===== src/rtl/lcd_msg_seq_pkg.sv =====
// Shared definitions for the LCD message sequencer: FSM state encoding,
// HD44780-style DDRAM address commands and the blank character.
package lcd_msg_seq_pkg;

    typedef enum logic [2:0] {
        IDLE      = 3'd0,
        LINE0_CMD = 3'd1,
        LINE0_CHR = 3'd2,
        LINE1_CMD = 3'd3,
        LINE1_CHR = 3'd4,
        DONE      = 3'd5
    } state_t;

    localparam logic [7:0] LCD_CMD_LINE0  = 8'h80;
    localparam logic [7:0] LCD_CMD_LINE1  = 8'hC0;
    localparam logic [7:0] LCD_CHAR_BLANK = 8'h20;

    // Flat buffer index for a (line, column) pair.
    function automatic logic [4:0] buf_index(input logic line, input logic [4:0] col,
                                             input logic [4:0] cols);
        return line ? (cols + col) : col;
    endfunction

endpackage


===== src/rtl/lcd_refresh_tick.sv =====
// Free-running refresh divider: counts 0..REFRESH_DIV-1 and wraps,
// raising tick for the single cycle the terminal count is held.
module lcd_refresh_tick #(
    parameter int REFRESH_DIV = 10000
) (
    input  logic clk,
    input  logic rst,
    output logic tick
);

    localparam int CW = $clog2(REFRESH_DIV);
    localparam logic [CW-1:0] TERM = CW'(REFRESH_DIV - 1);

    logic [CW-1:0] cnt_q, cnt_d;

    // Next count: wrap to zero after the terminal count.
    always_comb begin
        cnt_d = cnt_q + 1'b1;
        if (cnt_q == TERM) cnt_d = '0;
    end

    // Counter register.
    always_ff @(posedge clk or posedge rst) begin
        if (rst) cnt_q <= '0;
        else     cnt_q <= cnt_d;
    end

    assign tick = (cnt_q == TERM);

endmodule


===== src/rtl/lcd_msg_seq.sv =====
// LCD message sequencer: holds a 2-line character buffer written by a host
// and, on every refresh tick, streams one frame of driver words
// (line-0 address command, COLS characters, line-1 address command,
// COLS characters) over a valid/ready handshake.
// Optional build macro LCD_MSG_SEQ_DIRTY_EN: only refresh when the buffer
// has been written since the last frame started.
module lcd_msg_seq
    import lcd_msg_seq_pkg::*;
#(
    parameter int REFRESH_DIV = 10000,
    parameter int COLS        = 16
) (
    input  logic       clk,
    input  logic       rst,
    input  logic       wr_en,
    input  logic [4:0] wr_addr,
    input  logic [7:0] wr_char,
    output logic       out_valid,
    input  logic       out_ready,
    output logic       out_rs,
    output logic [7:0] out_data,
    output logic       busy,
    output logic       frame_done
);

    localparam int         NCHR  = 2 * COLS;
    localparam logic [4:0] COLS5 = 5'(COLS);
    localparam logic [4:0] LAST  = 5'(COLS - 1);

    // ------------------------------------------------------------------
    // Character buffer
    // ------------------------------------------------------------------
    logic [NCHR-1:0][7:0] char_q, char_d;
    logic                 wr_ok;

    assign wr_ok = wr_en && ({1'b0, wr_addr} < 6'(NCHR));

    // Host write port; out-of-range addresses are dropped.
    always_comb begin
        char_d = char_q;
        if (wr_ok) char_d[wr_addr] = wr_char;
    end

    // Buffer storage, cleared to blanks on reset.
    always_ff @(posedge clk or posedge rst) begin
        if (rst) char_q <= {NCHR{LCD_CHAR_BLANK}};
        else     char_q <= char_d;
    end

    // ------------------------------------------------------------------
    // Refresh tick
    // ------------------------------------------------------------------
    logic tick;

    lcd_refresh_tick #(
        .REFRESH_DIV(REFRESH_DIV)
    ) u_tick (
        .clk (clk),
        .rst (rst),
        .tick(tick)
    );

    // ------------------------------------------------------------------
    // Frame gating
    // ------------------------------------------------------------------
    logic start_ok;
    logic frame_start;

`ifdef LCD_MSG_SEQ_DIRTY_EN
    logic dirty_q, dirty_d;

    // A write wins over the clear so a write landing on the frame-start
    // cycle still schedules another refresh.
    always_comb begin
        dirty_d = dirty_q;
        if (frame_start) dirty_d = 1'b0;
        if (wr_ok)       dirty_d = 1'b1;
    end

    // Dirty flag; set out of reset so the first tick paints the blanks.
    always_ff @(posedge clk or posedge rst) begin
        if (rst) dirty_q <= 1'b1;
        else     dirty_q <= dirty_d;
    end

    assign start_ok = dirty_q;
`else
    assign start_ok = 1'b1;
`endif

    // ------------------------------------------------------------------
    // Frame FSM with registered output word
    // ------------------------------------------------------------------
    state_t     state_q, state_d;
    logic [4:0] col_q, col_d;
    logic       ov_q, ov_d;
    logic       rs_q, rs_d;
    logic [7:0] data_q, data_d;
    logic       accept;
    logic [4:0] col_nxt;

    assign accept  = ov_q && out_ready;
    assign col_nxt = col_q + 5'd1;

    // Next state and next presented word. The character byte is captured
    // into data_q when its word is first presented, so later host writes
    // (including one on the same edge) cannot disturb a held word.
    always_comb begin
        state_d     = state_q;
        col_d       = col_q;
        ov_d        = ov_q;
        rs_d        = rs_q;
        data_d      = data_q;
        frame_start = 1'b0;
        case (state_q)
            IDLE: begin
                if (tick && start_ok) begin
                    state_d     = LINE0_CMD;
                    col_d       = '0;
                    ov_d        = 1'b1;
                    rs_d        = 1'b0;
                    data_d      = LCD_CMD_LINE0;
                    frame_start = 1'b1;
                end
            end
            LINE0_CMD: begin
                if (accept) begin
                    state_d = LINE0_CHR;
                    col_d   = '0;
                    rs_d    = 1'b1;
                    data_d  = char_q[buf_index(1'b0, 5'd0, COLS5)];
                end
            end
            LINE0_CHR: begin
                if (accept) begin
                    if (col_q == LAST) begin
                        state_d = LINE1_CMD;
                        col_d   = '0;
                        rs_d    = 1'b0;
                        data_d  = LCD_CMD_LINE1;
                    end else begin
                        col_d  = col_nxt;
                        data_d = char_q[buf_index(1'b0, col_nxt, COLS5)];
                    end
                end
            end
            LINE1_CMD: begin
                if (accept) begin
                    state_d = LINE1_CHR;
                    col_d   = '0;
                    rs_d    = 1'b1;
                    data_d  = char_q[buf_index(1'b1, 5'd0, COLS5)];
                end
            end
            LINE1_CHR: begin
                if (accept) begin
                    if (col_q == LAST) begin
                        state_d = DONE;
                        col_d   = '0;
                        ov_d    = 1'b0;
                        rs_d    = 1'b0;
                        data_d  = 8'h00;
                    end else begin
                        col_d  = col_nxt;
                        data_d = char_q[buf_index(1'b1, col_nxt, COLS5)];
                    end
                end
            end
            DONE: begin
                state_d = IDLE;
            end
            default: begin
                state_d = IDLE;
                ov_d    = 1'b0;
                rs_d    = 1'b0;
                data_d  = 8'h00;
            end
        endcase
    end

    // FSM, column and output word registers.
    always_ff @(posedge clk or posedge rst) begin
        if (rst) begin
            state_q <= IDLE;
            col_q   <= '0;
            ov_q    <= 1'b0;
            rs_q    <= 1'b0;
            data_q  <= 8'h00;
        end else begin
            state_q <= state_d;
            col_q   <= col_d;
            ov_q    <= ov_d;
            rs_q    <= rs_d;
            data_q  <= data_d;
        end
    end

    assign out_valid  = ov_q;
    assign out_rs     = rs_q;
    assign out_data   = data_q;
    assign busy       = (state_q != IDLE);
    assign frame_done = (state_q == DONE);

endmodule


===== config.mk =====
export PLATFORM = sky130hd
export DESIGN_NAME = lcd_msg_seq
export DESIGN_NICKNAME = d
export VERILOG_FILES = /design/src/rtl/lcd_msg_seq_pkg.sv /design/src/rtl/lcd_refresh_tick.sv /design/src/rtl/lcd_msg_seq.sv
export SDC_FILE = /design/constraint.sdc
export NUM_CORES = 1
export LEC_CHECK = 0
export BUFFER_PORTS_ARGS = -buffer_cell sky130_fd_sc_hd__buf_2
export CORE_UTILIZATION = 55
export DETAILED_ROUTE_END_ITERATION = 10
export GPL_TIMING_DRIVEN = 1
export MAX_ROUTING_LAYER = met4
export PLACE_DENSITY = 0.71
export SETUP_SLACK_MARGIN = 0.02
export SLEW_MARGIN = 30
export SYNTH_ARGS = -nofsm -noshare
export SYNTH_HDL_FRONTEND = slang
export SYNTH_SLANG_ARGS = --single-unit

===== constraint.sdc =====
create_clock -name clk -period 12.85 [get_ports clk]
set_input_delay 2.57 -clock clk [delete_from_list [all_inputs] [get_ports clk]]
set_output_delay 2.57 -clock clk [all_outputs]
set_load 0.05 [all_outputs]

Yosys cells after proc, flatten, opt, wreduce, memory -nomap -nowiden

Index checks and enable logic that the tools add are counted.

Bits in registers: 288
Bits of input ports: 17

$add $sub $neg: 3
Magnitude comparators: 4
Eq/ne operators: 17
Multiplexer cells: 36
Bitwise logic cells: 2
Reductions and logical operators: 13

Operators by type and width:

| cell                  | number |
|---|---|
| $bwmux 256            | 1 |
| $bmux 8 s5            | 2 |
| $mux 8                | 10 |
| $pmux 8 s6            | 1 |
| $demux 8 s5           | 1 |
| $mux 3                | 7 |
| $mux 5                | 4 |
| $lt 5x6->1 const B    | 3 |
| $pmux 3 s5            | 1 |
| $pmux 5 s3            | 1 |
| $add 14x1->14 const B | 1 |
| $eq 14x14->1 const B  | 1 |
| $mux 14               | 1 |
| $ne 2x2->1 const B    | 7 |
| $reduce_and 4->1      | 2 |
| $reduce_and 7->1      | 1 |
| $eq 3x2->1 const B    | 2 |
| $eq 3x3->1 const B    | 2 |
| $ne 2x1->1 const B    | 3 |
| $reduce_and 6->1      | 1 |
| $reduce_bool 3->1     | 2 |
| $add 5x1->5 const B   | 1 |
| $add 5x5->5 const A   | 1 |
| $eq 5x4->1 const B    | 1 |
| 11 further kinds      | 18 |

Depth between registers and ports, before layout

Word-level depth: 7
Gate-level depth with buffers: 10

Modules after synthesis

From an unflattened synthesis, not the netlist that was laid out.

Cell total of the unflattened synthesis: 941
Area, all modules: 13575.5 um^2

By module, submodules not included:

| module           | instances | cells an instance | area an instance (um^2) | sequential area each (um^2) |
|---|---|---|---|---|
| lcd_msg_seq      | 1         | 878               | 12888.6                 | 6896.6 |
| lcd_refresh_tick | 1         | 63                | 686.9                   | 350.3 |

Worst setup path before layout

No wires, ideal clock.

Path kind: reg-to-output
Start: reg state_q[1]
End: out busy
Arrival time: 1.533 ns
Required time: 10.280 ns
Path slack: 8.747 ns
Stages on the path, launching flop included: 4
Cell sequence: dfrtp_1 > buf_1 > clkbuf_1 > or3_1

Word-level cells in the longest chain between the ends: 1

Ends and longest elaborated chain:

| element                | line               | source |
|---|---|---|
| from (decl)            | lcd_msg_seq.sv:94  | `state_t state_q, state_d;` |
| from (signal assigned) | lcd_msg_seq.sv:190 | `state_q <= state_d;` |
| $reduce_bool 3->1      | lcd_msg_seq.sv:201 | `assign busy = (state_q != IDLE);` |
| to (decl)              | lcd_msg_seq.sv:22  | `output logic busy,` |

No other way between the ends.

Final worst setup path

Start: reg state_q[1]
End: out frame_done

Word-level cells in the longest chain between the ends: 1

Ends and longest elaborated chain:

| element    | line               | source |
|---|---|---|
| $eq 3x3->1 | lcd_msg_seq.sv:202 | `assign frame_done = (state_q == DONE);` |
| to (decl)  | lcd_msg_seq.sv:23  | `output logic frame_done` |

No other way between the ends.

==> run_results.csv <==
group,metric,value,unit
setup_path,path_cells,"nand2b_1 -> nor2_1 -> buf_2",
logic_synthesis,syn-instance-count,945,
setup_path,worstPathRequired,10.28,ns
clocking,clock-sinks,288,
detailed_routing,ant_nets,0,
floorplan,die-area,0.0255,sq mm
clocking,post_cts_buffers,0,
logic_synthesis,synth_top_family_by_area,"multiplexers",
setup_path,path_buf_inv,1,
logic_synthesis,synthSimpleGateAreaFrac,5.69,%
detailed_routing,routed_wl,29.5,mm
cells_and_area,areaGrowthSynthToFinish,9.88,%
setup_path,critPathArrivalTime,2.08,ns
logic_synthesis,synthMuxAreaShare,34.5,%
clocking,cts_made_buffers,30,
power,irDropWorstVdd,0.109,mV
floorplan,row_count,57,
clocking,cts_hold_buf,0,
cells_and_area,final_cells,1298,
logic_synthesis,yosysUniqueCellTypes,55,
logic_synthesis,synth_compound_area_share,2.69,%
logic_synthesis,yosys.area_share.adder,0.367,%
setup_path,cp_top_family,"flip-flops",
logic_synthesis,yosys_warnings,0,
global_route,gr-total-overflow,0,
detailed_routing,firstDrtPassIters,4,
logic_synthesis,synth_top_area_share,46.9,%
global_route,grt_pass1_vias,8006,
min_path,hold_depth,1,
global_route,grt_start_max_net_pins,139,
logic_synthesis,synth_top_area_cell,"dfrtp_1",
sta,rsz0062_at_grt,"no",
clocking,path_clk_slew,0.06,ns
logic_synthesis,synth_area,0.0137,sq mm
logic_synthesis,ys.flop_type,"dfrtp_1",
detailed_routing,wl_per_cell,22.8,um
detailed_routing,drt_iter0_drc,486,
setup_path,critPathLaunchType,"flip-flop",
clocking,cts_htree_levels,1,
placement,dp_hpwl,18.7,mm
sta,relSlewSlack,33.5,%
global_route,grt_pass1_wl,47.4,mm
sta,drv_slew,0,
detailed_routing,via_per_inst,6.14,
floorplan,core-area,0.0243,sq mm
setup_path,critPathMaxFanout,22,
cells_and_area,layout_commonest_cell,"mux2_2",
detailed_routing,drc,0,
logic_synthesis,ys_seq_area_share,53.1,%
clocking,cts_root_buf,"clkbuf_16",
clocking,clockBufferDepth,3,
logic_synthesis,synth_area_leaders,"dfrtp_1 47%, mux2_2 21%, mux4_2 7.4%",
global_route,grt_usage,24.8,%
cells_and_area,drive_gt1_share,44.5,%
sta,skew,0.00844,ns
logic_synthesis,syn_avg_cell_area,14.4,sq um
cells_and_area,n_fill_cell,1864,
run_status,outcome,"complete, no violations",
placement,gp_congestion,0.818,
sta,tightest_slew,0.993,ns
sta,fmax,215,MHz
setup_path,reg2reg_to,"out_data[4]",
setup_path,reg2reg_slack,9.12,ns
sta,min_period,4.65,ns
logic_synthesis,synth_edf_count,0,
min_path,hold_path_class,"reg -> reg",
setup_path,path_class,"reg -> out",
global_route,antenna_found_initial,0,
sta,fin_crit_sh,36.2,%
min_path,holdCritStartpoint,"u_tick.cnt_q[0]",
clocking,tritoncts,"yes",
setup_path,worstRegToRegCells,8,
logic_synthesis,ys_seq_elements,288,
placement,place_inst,1244,
logic_synthesis,synth_xor_area_share,1.08,%
power,p_leak,6.46,nW
cells_and_area,layout_common_cells,"259 x mux2_2, 255 x dfrtp_1, 52 x nand2_1, 45 x nor2_1, 45 x mux4_2",
min_path,min_to,"u_tick.cnt_q[0]",
logic_synthesis,async_reset_ff_share,100,%
floorplan,start_util,56.1,%
cells_and_area,antenna_cells,0,
cells_and_area,multiInputGateArea,0.00608,sq mm
cells_and_area,final-seq-area,0.00725,sq mm
job,maxCapViolCount,0,
cells_and_area,layout.nets,973,
clocking,cts_resized,0,
sta,setup_viol,0,
setup_path,crit_cells,3,
floorplan,ioPinCount,29,
logic_synthesis,synthesis.nets,966,
floorplan,die_w,160,um
setup_path,cpMaxStageDelayCell,"dfrtp_1",
setup_path,end_kind,"primary output",
placement,io_buffers,28,
sta,finalHoldViolCount,0,
sta,setup_tns,0,ns
detailed_routing,vias,7971,
setup_path,crit_path_max_incr_delay,0.70,ns
floorplan,die_h,160,um
setup_path,r2r_start,"col_q[0]",
clocking,clk_latency,0.55,ns
power,powerDensity,154,mW/mm^2
metal layers:
| metal | vias up | GRT usage [%] | wire length (um) |
|---|---|---|---|
| met4 | 0 | 7.08 | 851 |
| met2 | 159 | 37.2 | 13900 |
| met3 | 53 | 2.76 | 942 |
| met1 | 4220 | 36.0 | 13800 |
| met5 | - | - | 0 |
| li1 | 3539 | - | - |
cells in the mapped netlist, drive strengths merged (2+ instances only):
library cell and n:
a211oi 6, a21oi 5, a221oi 7, a22oi 2
a31oi 7, and2 9, and3 6, buf 17
clkbuf 43, dfrtp 256, dfstp 32, ha 4
inv 10, mux2 259, mux2i 23, mux4 66
nand2 52, nand2b 5, nand3 13, nand3b 5
nand4 4, nor2 46, nor2b 4, nor3 5
nor3b 4, o21ai 16, o22ai 4, o31ai 2
or2 2, or3 2, xnor2 11, xor2 5
stage by stage:
stage	total power (W)	instance area (sq um)	setup WS [ns]	util, %	hold slack [ns]
floorplan	0.00138	13700	2.38	-	0.425
global placement	0.00144	14000	7.41	57.5	0.447
detailed placement	0.00146	14000	7.74	57.5	0.447
CTS	0.00233	15000	8.20	61.6	0.455
global route	0.00241	15000	8.13	61.7	0.490
finish	0.00232	15000	8.20	61.7	0.458
kinds of logic after synthesis:
kind of cell,count (synthesis)
xor gates and xnor gates,16
AOI/OAI and AO/OA,55
muxes,348
buffers and inverters,71
and+or+nand+nor,163
adders and majority gates,4
DFF,288
power by group:
group | internal, W | leakage (nW) | switching (W)
combinational | 0.000179 | 2.34 | 0.000111
sequential | 0.00108 | 3.62 | 0.0000793
clock | 0.000521 | 0.505 | 0.000349
sequential cells by signal, summed over array words and instances, names as in the netlist:
name and count:
char_q 256, col_q 5, out_data 8, out_rs 1, out_valid 1, state_q 3, u_tick.cnt_q 14
area by class of cell:
| type | count | share of cell area, % |
|---|---|---|
| clock buffers | 47 | 6.30 |
| well taps | 324 | 2.70 |
| inverters | 10 | 0.334 |
| repair buffers | 36 | 1.38 |
| flip-flops and latches | 288 | 48.3 |
| clock inverters | 7 | 0.400 |
| multi-input cells | 586 | 40.5 |
worst max-delay path by stage:
stage | start | to
2_1_floorplan | rst | char_q[0]
3_3_place_gp | rst | char_q[50]
3_5_place_dp | rst | char_q[50]
4_1_cts | state_q[1] | frame_done
5_1_grt | state_q[1] | frame_done
6_report | state_q[1] | frame_done
No activity file was read; power rests on OpenSTA's default activity.
